===== config.mk =====
export PLATFORM = sky130hd
export DESIGN_NAME = run_ctrl
export DESIGN_NICKNAME = d
export VERILOG_FILES = /design/src/rtl/run_ctrl.sv
export SDC_FILE = /design/constraint.sdc
export NUM_CORES = 1
export LEC_CHECK = 0
export CAP_MARGIN = 25
export CORE_ASPECT_RATIO = 1.1
export CORE_MARGIN = 2
export CORE_UTILIZATION = 55
export DETAILED_ROUTE_END_ITERATION = 16
export PLACE_DENSITY = 0.84
export SYNTH_ARGS = -nofsm -noshare
export SYNTH_HDL_FRONTEND = slang
export SYNTH_SLANG_ARGS = --single-unit

===== constraint.sdc =====
create_clock -name clk -period 4.69 [get_ports clk]
set_input_delay 1.1725 -clock clk [delete_from_list [all_inputs] [get_ports clk]]
set_output_delay 1.1725 -clock clk [all_outputs]
set_load 0.005 [all_outputs]

===== src/rtl/run_ctrl.sv =====
// ---------------------------------------------------------------------------
// run_ctrl
//
// Run / stop / single-step controller for the CPU core on the Nexys-4 test
// top. It turns two raw board buttons into clean press pulses and produces a
// registered one-cycle clock enable (cpu_en) for the core from the single
// system clock. This lets the core run continuously at a selectable rate,
// stop, or step in bursts of N enables. A level halt request from the core,
// such as a breakpoint, always forces a stop.
//
// Parameters
//   DEB_CYCLES  consecutive stable cycles before a button level change is
//               accepted (1..65535). Honoured only when debouncing is built.
//
// Build option
//   RUN_CTRL_DEBOUNCE_EN
//     Defined:   each button has a debounce counter of DEB_CYCLES cycles.
//     Undefined: the debounced level is the synchronizer output itself, with
//                no counters, and DEB_CYCLES is ignored.
//
// Ports
//   clk         in   system clock; all logic runs on the rising edge
//   reset       in   synchronous, active-high reset
//   btn_run     in   raw run/stop toggle button (asynchronous)
//   btn_step    in   raw step button (asynchronous)
//   halt_req    in   synchronous stop request from the core (level)
//   speed_sel   in   [3:0] run rate select, enable period P = 2^speed_sel
//   step_n      in   [7:0] enables per step press (0 is treated as 1)
//   cpu_en      out  registered one-cycle clock enable to the core
//   running     out  high while the controller is in RUN
//   state       out  [1:0] 0 = STOP, 1 = RUN, 2 = STEP
//   steps_left  out  [7:0] enables remaining in the current burst
//   cycle_cnt   out  [31:0] total enables issued (wraps to 0)
// ---------------------------------------------------------------------------
module run_ctrl #(
  parameter int unsigned DEB_CYCLES = 16
) (
  input  logic        clk,
  input  logic        reset,
  input  logic        btn_run,
  input  logic        btn_step,
  input  logic        halt_req,
  input  logic [3:0]  speed_sel,
  input  logic [7:0]  step_n,
  output logic        cpu_en,
  output logic        running,
  output logic [1:0]  state,
  output logic [7:0]  steps_left,
  output logic [31:0] cycle_cnt
);

  // -------------------------------------------------------------------------
  // State encoding (kept as plain constants so the numeric value appears
  // directly on the state output)
  // -------------------------------------------------------------------------
  localparam logic [1:0] ST_STOP = 2'd0;
  localparam logic [1:0] ST_RUN  = 2'd1;
  localparam logic [1:0] ST_STEP = 2'd2;

  // Bit positions of the two buttons inside the packed button vectors.
  localparam int BTN_RUN  = 0;
  localparam int BTN_STEP = 1;

  // -------------------------------------------------------------------------
  // Button path: 2-FF synchronizer, debounced level, rising-edge press
  // -------------------------------------------------------------------------
  logic [1:0] btn_raw;
  logic [1:0] sync1_q;  // first synchronizer stage (may be metastable)
  logic [1:0] s2_q;     // second synchronizer stage, safe to use
  logic [1:0] deb;      // debounced level
  logic [1:0] deb_d_q;  // debounced level one cycle ago
  logic [1:0] press;    // one-cycle press pulse, combinational

  assign btn_raw = {btn_step, btn_run};

  always_ff @(posedge clk) begin
    if (reset) begin
      sync1_q <= '0;
      s2_q    <= '0;
      deb_d_q <= '0;
    end else begin
      // NOTE: sequential state is always written with <= so every register
      // samples the pre-edge value of the others; with = the second stage
      // would copy the first stage's new value and collapse the synchronizer.
      sync1_q <= btn_raw;
      s2_q    <= sync1_q;
      deb_d_q <= deb;
    end
  end

`ifdef RUN_CTRL_DEBOUNCE_EN
  // A level change on s2 is accepted only after it has differed from the
  // accepted level for DEB_CYCLES consecutive cycles. Any bounce back to
  // the accepted level restarts the count.
  localparam logic [15:0] DEB_LAST = 16'(DEB_CYCLES - 1);

  logic [15:0] cnt_q [2];
  logic [1:0]  deb_q;

  always_ff @(posedge clk) begin
    if (reset) begin
      // NOTE: this small counter array is control state, not storage, so it
      // is reset explicitly; a real RAM would be left unreset.
      for (int i = 0; i < 2; i++) begin
        cnt_q[i] <= '0;
      end
      deb_q <= '0;
    end else begin
      for (int i = 0; i < 2; i++) begin
        if (s2_q[i] == deb_q[i]) begin
          cnt_q[i] <= '0;
        end else if (cnt_q[i] == DEB_LAST) begin
          deb_q[i] <= s2_q[i];
          cnt_q[i] <= '0;
        end else begin
          cnt_q[i] <= cnt_q[i] + 16'd1;
        end
      end
    end
  end

  assign deb = deb_q;
`else
  // Debouncing disabled: the synchronizer output is taken as the clean level.
  logic unused_deb_cycles;
  assign unused_deb_cycles = ^DEB_CYCLES;
  assign deb = s2_q;
`endif

  // Only rising edges of the debounced level count as presses; releases
  // are deliberately ignored.
  assign press = deb & ~deb_d_q;

  logic run_press;
  logic step_press;
  assign run_press  = press[BTN_RUN];
  assign step_press = press[BTN_STEP];

  // -------------------------------------------------------------------------
  // Rate divider terminal
  // -------------------------------------------------------------------------
  // The terminal test is ">=" rather than "==" so that lowering speed_sel
  // while div is already past the new period still fires on the next edge
  // instead of running div all the way around its 16-bit range.
  logic [15:0] div_q;
  logic [15:0] div_d;
  logic [16:0] period_m1;
  logic        div_term;

  assign period_m1 = (17'd1 << speed_sel) - 17'd1;
  assign div_term  = ({1'b0, div_q} >= period_m1);

  // -------------------------------------------------------------------------
  // Control FSM
  // -------------------------------------------------------------------------
  logic [1:0]  state_q;
  logic [1:0]  state_d;
  logic        cpu_en_q;
  logic        cpu_en_d;
  logic [7:0]  steps_q;
  logic [7:0]  steps_d;
  logic [31:0] cycle_q;
  logic [31:0] cycle_d;

  // Handles the divider and the enable it produces while RUN or STEP is
  // allowed to continue this cycle.
  logic tick_en;
  assign tick_en = div_term;

  always_comb begin
    // NOTE: every signal assigned below gets a default first, so no path
    // through the case statement can leave one unassigned and infer a latch.
    state_d  = state_q;
    div_d    = div_q;
    cpu_en_d = 1'b0;
    steps_d  = steps_q;
    cycle_d  = cycle_q;

    unique case (state_q)
      ST_STOP: begin
        // halt_req outranks both buttons; a press seen while halted is
        // consumed and lost, not deferred.
        if (!halt_req) begin
          if (run_press) begin
            state_d = ST_RUN;
            div_d   = '0;
          end else if (step_press) begin
            state_d = ST_STEP;
            div_d   = '0;
            steps_d = (step_n == 8'd0) ? 8'd1 : step_n;
          end
        end
      end

      ST_RUN: begin
        // Leaving RUN suppresses any enable that would have been issued on
        // this same edge. Step presses are ignored while running.
        if (halt_req || run_press) begin
          state_d = ST_STOP;
        end else if (tick_en) begin
          div_d    = '0;
          cpu_en_d = 1'b1;
          cycle_d  = cycle_q + 32'd1;
        end else begin
          div_d = div_q + 16'd1;
        end
      end

      ST_STEP: begin
        if (halt_req || run_press) begin
          // Abort: the rest of the burst is discarded.
          state_d = ST_STOP;
          steps_d = '0;
        end else if (tick_en) begin
          div_d    = '0;
          cpu_en_d = 1'b1;
          cycle_d  = cycle_q + 32'd1;
          steps_d  = steps_q - 8'd1;
          // The last enable of the burst and the return to STOP share one
          // edge, so cpu_en is high in the first cycle that reads STOP.
          if (steps_q == 8'd1) begin
            state_d = ST_STOP;
          end
        end else begin
          div_d = div_q + 16'd1;
        end
      end

      default: begin
        // Unused encoding: recover to a safe stop.
        state_d = ST_STOP;
        steps_d = '0;
      end
    endcase
  end

  always_ff @(posedge clk) begin
    if (reset) begin
      state_q  <= ST_STOP;
      div_q    <= '0;
      cpu_en_q <= 1'b0;
      steps_q  <= '0;
      cycle_q  <= '0;
    end else begin
      state_q  <= state_d;
      div_q    <= div_d;
      cpu_en_q <= cpu_en_d;
      steps_q  <= steps_d;
      cycle_q  <= cycle_d;
    end
  end

  // -------------------------------------------------------------------------
  // Outputs (all taken straight from registers)
  // -------------------------------------------------------------------------
  assign cpu_en     = cpu_en_q;
  assign running    = (state_q == ST_RUN);
  assign state      = state_q;
  assign steps_left = steps_q;
  assign cycle_cnt  = cycle_q;

  // Alias so the cycle counter can be located by a conventional name.
  logic [31:0] cycle_cnt_q;
  assign cycle_cnt_q = cycle_q;

endmodule

==> metrics, run 1 <==
Initial DRC Count 271; synth warn 0; Peak VDD IR 0.273 mV; core box area between 0.007 and 0.008 mm²; Worst Hold Class reg -> reg; fin cells 675; syn avg cell area 8.24 µm²; Layout area overhead 28.8%; Vias per Instance approximately 6.4; IO Pins 61; post-synthesis cell type count 66; mapped cell area between 0.004 and 0.005 mm²; Tcrit/Tclk final 95.5%; largest family of logic cells by synthesized area simple AND/OR/NAND/NOR gates; Slew HR 54.6%; Critical Path RT 4920 ps; power consumption 0.00144 W; Crit path top cell by count buf_4; # nets final between 600 and 700; Post-Synth Simple-Gate Area 26.9%; First-pass DRT Iterations 4; Wirelength per Cell 17.8 µm; Synth top area share 31.4%; endpoints failing hold 0; hold_sp sync1_q[0]$_SDFF_PP0_; CP Class in -> reg; crit-path max FO 6; Final Util between 70% and 80%; reg2reg end div_q[11]$_SDFFE_PP0P_; clock latency on the worst-skew pair 360 ps; Reg clk slew, reported paths 70 ps; PortBufs 60; CP max-delay cell clkdlybuf4s50_1; TritonCTS clock tree yes; Seq/Total Area, Yosys 31.4%; Hold-fix buffers, CTS 0; Post-Place Cells 658; commonest cells in the netlist dfxtp_1, nor2_1, nand2_1; fillers 543; Routed WL 12000 µm; Slew @ Worst Pin 675 ps; routability congestion estimate just under 0.9; DRC 0; Die Span X approximately 87 µm; post-synthesis mux area share 2.38%; Hold EP deb[0]$_SDFF_PP0_; WHS Path Cells 1; Synth Area in XOR/XNOR 4.01%; top-count cell post-synth dfxtp_1; layout cells sized above 1 13.1%; Slew Limit Fails 0; vias in the first global route 4187; clock buffer count from CTS 9; largest area contributor in the netlist dfxtp_1; syn_nets 544; Max Clk Rate 0.223 GHz; Initial Util 56.1%; min Tclk post-route 4480 ps; Mapped Cells between 500 and 600; Worst setup EP type flop; worst-path cell chain clkdlybuf4s50_1 > nor2_2 > nand2_1 > ha_2 > nor3_1 > buf_4 > a32oi_1 > ha_1 > nand3_2 > nor4_4 > o41ai_4 > buf_4 > a211oi_2 > nor2_1 > a221oi_1; area share of fa/ha/maj cells after synthesis 7.24%; # clock sinks 65; largest net degree at the start of global routing 59; height of the die 95.1 µm; Reg2Reg Depth 8; R2R setup slack 1930 ps; Core Rows 33; Worst EP arrival 4710 ps; crit start category input port; worst reg2reg startpoint state[0]$_SDFFE_PP0P_; multi-input logic area 0.00275 mm²; Max Buffers Root-to-Sink 2; top cells by area, synth dfxtp_1, ha_1, a21oi_1, nor2_1, xnor2_1; first-pass GRT wire length 19400 µm; leakage 1.93 nW; PwrDens 270 mW/mm²; antenna violations before repair 0; Root Buffer clkbuf_8; Post-DRT Antenna Nets 0; Crit path largest cell delay 500 ps; Max Cap Violations 0; ys flop type dfxtp_1; Seq cells post-synth 65; Seq. cell area ~0.0013 mm²; # diodes 0; All-Layer GR Usage 29.6%; Final setup viols 0; Final Skew approximately 9.6 ps; total grt overflow 0; Synth Area in Compound Gates 23.8%; Post-synth EDFFs 0; outcome finished clean; total number of vias 4290; die area between 0.008 and 0.009 mm²; HPWL Detailed 8360 µm; asr flop ratio synth 0%; CTS H-Tree Depth 3; Fin Hold WS about 440 ps
placed cells by master (no fill, tap or decap), types with 6 or more instances in the layout:
| master | count |
|---|---|
| clkdlybuf4s50_1 | 58 |
| nand2_1 | 41 |
| mux2_1 | 7 |
| nand3_1 | 26 |
| or4_1 | 6 |
| ha_1 | 23 |
| nor2_1 | 43 |
| buf_4 | 35 |
| a21oi_1 | 35 |
| o31ai_1 | 11 |
| a211oi_1 | 11 |
| o21a_1 | 6 |
| dfxtp_1 | 65 |
| nor4_1 | 8 |
| inv_1 | 13 |
| nand4_1 | 13 |
| nor2b_1 | 18 |
| nor3_1 | 14 |
| xnor2_1 | 18 |
| and3_1 | 9 |
| o21ai_0 | 13 |
| clkbuf_8 | 9 |
report_power, final:
group	total [W]	switching, W	internal (W)
Combinational	0.000271	0.000155	0.000116
Clock	0.000586	0.000233	0.000353
Sequential	0.000582	0.0000164	0.000566
layout make-up:
| cell class | count | area share [%] |
|---|---|---|
| Clock buffer | 9 | 2.32 |
| Clock inverter | 7 | 2.23 |
| Inverter | 13 | 0.914 |
| Multi-Input combinational cell | 397 | 51.6 |
| Sequential cell | 65 | 24.4 |
| Tap cell | 87 | 2.04 |
| Timing Repair Buffer | 97 | 16.5 |
through the flow:
stage                     setup WS, ps  area, µm²  setup TNS [ps]
after CTS                         29.7       5270               0
after floorplan                    275       4150               0
after global routing             -58.7       5340            -587
final                              211       5340               0
after detailed placement          -310       5030           -9280
after global placement            -136       5030           -2360
state kept, by name, summed over array words and instances, names as in the netlist:
register / cells
cpu_en: 1
cycle_cnt: 32
deb: 2
deb_d_q: 2
div_q: 16
state: 2
steps_left: 8
sync1_q: 2
kinds of logic (layout without fill, tap and decap cells):
group | count (synthesis) | count (layout)
buf+inv | 41 | 126
flops | 65 | 65
simple gates | 211 | 211
xor+xnor | 19 | 19
fa+ha+maj | 24 | 24
mux | 9 | 9
compound gates | 133 | 133
other cells | 1 | 1
worst max-delay path by stage:
| stage | cells after the start | slack [ps] | endpoint | start |
|---|---|---|---|---|
| floorplan | 16 | 270 | steps_left[4]$_SDFFE_PP0P_ | speed_sel[0] |
| global placement | 16 | -140 | cycle_cnt[24]$_SDFFE_PP0P_ | speed_sel[2] |
| detailed placement | 14 | -310 | cycle_cnt[13]$_SDFFE_PP0P_ | speed_sel[2] |
| CTS | 14 | 30 | cycle_cnt[13]$_SDFFE_PP0P_ | speed_sel[2] |
| global route | 17 | -60 | cycle_cnt[14]$_SDFFE_PP0P_ | speed_sel[2] |
| finish | 15 | 210 | steps_left[0]$_SDFFE_PP0P_ | speed_sel[2] |
routing by layer:
metal | vias up | routed length, µm | GRT usage [%]
met4 | 0 | 288 | 11.1
met3 | 31 | 553 | 5.37
met1 | 2070 | 4960 | 34.5
met5 | - | 0 | 0
met2 | 156 | 6210 | 53.8
li1 | 2033 | - | -
worst max-delay path, delay by kind of cell:
family                   cells  cell delay, ps
AO/OA/AOI/OAI                4             940
adder cells (fa/ha/maj)      2             540
buffers and inverters        3             860
AND/OR/NAND/NOR              6            1190
repair_timing:
item / in CTS / in global routing
setup endpoints to repair: 0 / 47
gates resized for setup: 0 / 12
buffers inserted: 0 / 1
(Power assumes the default switching activity.)
==> inputs of run 2 (changes only) <==
CTS_CLUSTER_DIAMETER = 100   (was default)
==> results of run 2 <==
Final layout, timing and power as in run 1 (identical DEF).
==> edit 1: new RTL, config.mk and constraints of run 1 <==
Put a register stage on the output `running`. The value now appears one clock later. The other outputs are not delayed to match.
--- a/src/rtl/run_ctrl.sv
+++ b/src/rtl/run_ctrl.sv
@@ -255,5 +255,7 @@
   // -------------------------------------------------------------------------
   assign cpu_en     = cpu_en_q;
-  assign running    = (state_q == ST_RUN);
+  always_ff @(posedge clk) begin
+    running <= (state_q == ST_RUN);
+  end
   assign state      = state_q;
   assign steps_left = steps_q;
Formal check against the unedited RTL: not equivalent (Yosys sat finds a counterexample within 4 cycles, from zero or initial values and one cycle with reset high).
==> edit 1 against run 1 <==
- synthesized area is 3.0% higher
- non-clock buffer count did not move
- routed wire length down 4.1%
- sequential cell count rose by 1
- combinational power rose by 38%
- global-route usage down 2.7 points
- via count up 0.77%
- final area up 5.1%
- clock power is 17% lower
- power rose by 2.5%
- first-iteration DRC count is 34% lower
- cell count rose by 5.6%
- worst setup slack lost 140 ps
- critical endpoint is now cycle_cnt[21]
- largest cell class unchanged
- largest power group is now sequential cells
==> edit 1: results (changes against run 1) <==
[clock_tree]
cts_buffer_depth=2  ; unchanged
numCtsBuffers=9  ; unchanged
clk_latency_ps=350
clkTransAtPathRegs_ps=70  ; about the same
htree_levels=3  ; unchanged
ctsRootBufferMaster=clkbuf_8  ; unchanged

[global_routing]
grt_pass1_wl_mm=18.3  ; was 19.4 mm
grtUsageMet3_pct=4.84  ; was 5.37%
grt_max_degree=40  ; was 59
grt_pass1_vias=3939  ; was 4187
antenna_found_initial=0  ; unchanged
grtUsageMet2_pct=48.0  ; was 53.8%
grtUsageTotal_pct=27.0  ; was 29.6%
use_met1_pct=33.4  ; was 34.5%

[route]
routedWlPerCell_um=16.2  ; was 17.8 um
drt_first_pass_iters=5  ; was 4
viasPerCell=6.06  ; was 6.36
dr_wl_met3_um=532  ; was 553 um
wl_met1_mm=5.03  ; was 4.96 mm
wl_mm=11.5  ; was 12.0 mm
dr.first_iter.drc_count=180  ; was 271
wl_met2_mm=5.83  ; was 6.21 mm

[place]
dp_hpwl_mm=7.63  ; was 8.36 mm
dpl.cell_count=692  ; was 658
dpl_cell_area_sq_um=5120  ; was 5030 sq um
gp_congestion=0.897  ; was 0.888
io_buffers=60  ; unchanged
dp_slack_ps=-450  ; was -310 ps

[synthesis]
ys_seq_area_share_pct=30.9  ; was 31.4%
synth.distinct_cells=69  ; was 66
synthCells=527  ; was 503
synth_fp_nets=568  ; was 544
synth_commonest_cells=66 x dfxtp_1, 52 x a21oi_1, 45 x nand2_1  ; was 65 x dfxtp_1, 44 x nor2_1, 41 x nand2_1
synthTopCellsByArea=dfxtp_1 31%, ha_1 7.0%, a21oi_1 6.1%  ; was dfxtp_1 31%, ha_1 7.2%, a21oi_1 4.2%

[hold_path]
holdPathStages=1  ; unchanged
hp-start=sync1_q[0]  ; unchanged
hold_class=flop to flop  ; unchanged

[power_and_ir_drop]
ir_drop_mv=0.206  ; was 0.273 mV
leakage_nw=2.10  ; was 1.93 nW
power_switching_mw=0.460  ; was 0.404 mW

[finish]
antenna_cells=0  ; unchanged
drive_gt1_share_pct=18.1  ; was 13.1%
largest_reg_flops=32  ; unchanged
nNetsFinal=644  ; was 624

[setup_path]
rrSetupSlack_ps=1970  ; was 1930 ps
rr_worst_depth=6  ; was 8
slowest_delay_ps=490
cp-startpoint=speed_sel[2]  ; unchanged
path_max_fanout=20  ; was 6
crit_slowest_cell=clkdlybuf4s50_1  ; unchanged
timing.rr.end=cycle_cnt[28]  ; was div_q[11]
reg2reg_from=cycle_cnt[5]  ; was state[0]
crit_path_end=cycle_cnt[21]  ; was steps_left[0]
critPathRequiredTime_ps=4920  ; about the same
crit_arrival_ps=4850  ; was 4710 ps

[status]
run_status=finished, final reports clean  ; unchanged

[sta]
skew_ps=10.9  ; was 9.65 ps
tightest_slew_ps=768  ; was 675 ps

[edit 1: cell types whose count changed after synthesis, sizes merged, moves of 6 or more]
cell	run 1	this run
a31oi	1	14
a21oi	36	52
xnor2	18	5
o31ai	11	17
nor2	44	36
a211oi	16	6
[edit 1: cell type report]
type | count | area (sq um)
multi-input combinational | 411 | 2950
fill | 541 | 1870
sequential | 66 | 1320
tap | 105 | 131
timing repair buffer | 97 | 946
clock inverter | 4 | 51.3
clock buffer | 12 | 145
inverter | 18 | 67.6
[edit 1: metrics by stage]
stage | utilization (%) | hold WS, ps | power (mW)
2_1_floorplan | - | 414 | 0.862
3_3_place_gp | 68.5 | 419 | 0.970
3_5_place_dp | 68.5 | 433 | 0.980
4_1_cts | 73.1 | 449 | 1.47
5_1_grt | 75.0 | 456 | 1.55
6_report | 75.0 | 444 | 1.47
[edit 1: power groups by stage]
stage | registers, mW | logic, mW | clock network (mW)
3_3_place_gp | 0.627 | 0.343 | 0
6_report | 0.616 | 0.374 | 0.485
4_1_cts | 0.615 | 0.361 | 0.494
3_5_place_dp | 0.627 | 0.353 | 0
2_1_floorplan | 0.622 | 0.240 | 0
5_1_grt | 0.619 | 0.412 | 0.516
[edit 1: kinds of logic after synthesis]
| kind of cell | count (synthesis) | share of synthesized area, % |
|---|---|---|
| AOI/OAI and AO/OA | 146 | 23.2 |
| xor gates and xnor gates | 7 | 1.44 |
| adders and majority gates | 24 | 7.03 |
| buffers and inverters | 50 | 5.39 |
| DFF | 66 | 30.9 |
| muxes | 13 | 3.40 |
| other | 1 | 0.0878 |
| and+or+nand+nor | 220 | 28.5 |
[edit 1: repair_timing]
action                     CTS  global route
pin swaps                    3            12
buffers inserted             0             3
setup endpoints to repair   20            54
resized for setup           19            21
gates cloned                 1             1
==> edit 2: new RTL, settings of run 1 <==
Without the edit above. The option `RUN_CTRL_DEBOUNCE_EN` is turned on by a define.
--- a/src/rtl/run_ctrl.sv
+++ b/src/rtl/run_ctrl.sv
@@ -33,4 +33,6 @@
 //   cycle_cnt   out  [31:0] total enables issued (wraps to 0)
 // ---------------------------------------------------------------------------
+`define RUN_CTRL_DEBOUNCE_EN
+
 module run_ctrl #(
   parameter int unsigned DEB_CYCLES = 16
Function: changed (a bounded check fails within 4 cycles, from zero or initial values and one cycle with reset high).
==> edit 2 against run 1 <==
- maximum frequency down 0.45%
- worst setup slack worse by 20 ps
- routed wire length up 8.0%
- die area up 30%
- sequential cell count up 34
- power up 18%
- final area up 27%
- synthesized area up 32%
==> edit 2: results (changes against run 1) <==
[synthesis]
synthTopCellsByArea=dfxtp_1 25%, edfxtp_1 18%, ha_1 6.0%  ; was dfxtp_1 31%, ha_1 7.2%, a21oi_1 4.2%
ys_seq_area_share_pct=42.2  ; was 31.4%
synthCells=610  ; was 503
synth_commonest_cells=79 x nor2_1, 67 x dfxtp_1, 51 x nand2_1  ; was 65 x dfxtp_1, 44 x nor2_1, 41 x nand2_1
synth.distinct_cells=57  ; was 66
synth_edf_count=32  ; was 0

[power_and_ir_drop]
p_clk_share_pct=32.8  ; was 40.7%
seq_power_mw=0.931  ; was 0.582 mW
leakage_nw=2.52  ; was 1.93 nW
seqPwrFrac_pct=54.8  ; was 40.5%
ir_drop_mv=0.139  ; was 0.273 mV

[place]
dp_hpwl_mm=9.47  ; was 8.36 mm
dpl_cell_area_sq_um=6470  ; was 5030 sq um
dp_slack_ps=-398  ; was -310 ps

[route]
routedWlPerCell_um=15.3  ; was 17.8 um
wl_mm=13.0  ; was 12.0 mm
dr_wl_met3_um=799  ; was 553 um
viasPerCell=5.81  ; was 6.36
wl_met2_mm=6.42  ; was 6.21 mm
dr.first_iter.drc_count=330  ; was 271

[sta]
period_share_pct=95.9  ; was 95.5%
skew_ps=16.6  ; was 9.65 ps

[global_routing]
grtUsageMet2_pct=41.7  ; was 53.8%
grt_max_degree=36  ; was 59
use_met1_pct=31.0  ; was 34.5%
grt_pass1_wl_mm=21.5  ; was 19.4 mm
grtUsageMet3_pct=5.49  ; was 5.37%
grt_pass1_vias=4723  ; was 4187

[setup_path]
path_max_fanout=7  ; was 6
crit_arrival_ps=4800  ; was 4710 ps
rrSetupSlack_ps=2030  ; was 1930 ps
rr_worst_depth=10  ; was 8
reg2reg_from=state[1]  ; was state[0]

[status]
run_status=finished, final reports clean  ; unchanged

[clock_tree]
clkTransAtPathRegs_ps=90  ; was 70 ps

-- edit 2: changes by cell type after synthesis, moves of 8 or more --
cell / run 1 / this run
a211oi_1: 13 / 4
and3_1: 9 / 23
edfxtp_1: 0 / 32
inv_1: 13 / 22
nand2_1: 41 / 51
nor2_1: 44 / 79
nor2b_1: 18 / 9
o21ai_0: 13 / 25
or3_1: 4 / 12
xor2_1: 1 / 35
-- edit 2: worst min-delay path by stage --
stage / endpoint / slack (ps) / cells after the start
detailed placement: s2_q[0] / 420 / 1
global placement: s2_q[0] / 430 / 1
global route: s2_q[0] / 470 / 1
floorplan: s2_q[0] / 410 / 1
finish: s2_q[0] / 460 / 1
CTS: s2_q[0] / 460 / 1
-- edit 2: what timing repair did --
action                                  CTS  global route
endpoints found under the setup margin    1            40
gates cloned                              0             0
pin swaps                                 0            11
resized for setup                         1            17
setup buffers                             0             3
-- edit 2: worst max-delay path, stage by stage --
cell	delay (ps)
clkdlybuf4s50_1	420
or2_4	250
or3_4	390
ha_4	180
buf_4	150
nor3_2	100
a21o_1	100
a32oi_1	90
ha_1	330
a21oi_2	130
o21ai_1	70
a41o_1	240
o211ai_1	400
a21o_2	270
buf_6	120
buf_4	100
o21ai_0	120
a21oi_1	150
-- edit 2: kinds of logic after synthesis --
logic type | share of synthesized area (%)
multiplexers | 0.550
flip-flops | 42.2
AND/OR/NAND/NOR | 24.9
other | 0.0687
buffers and inverters | 3.05
adder cells (fa/ha/maj) | 5.96
XOR/XNOR | 8.83
AO/OA/AOI/OAI | 14.4
-- edit 2: final cells by class --
type	count	area, sq um
clock buffer	14	163
clock inverter	2	35.0
fill	755	2990
inverter	22	82.6
multi-input combinational	501	3180
sequential	99	2300
tap	120	150
timing repair buffer	92	842
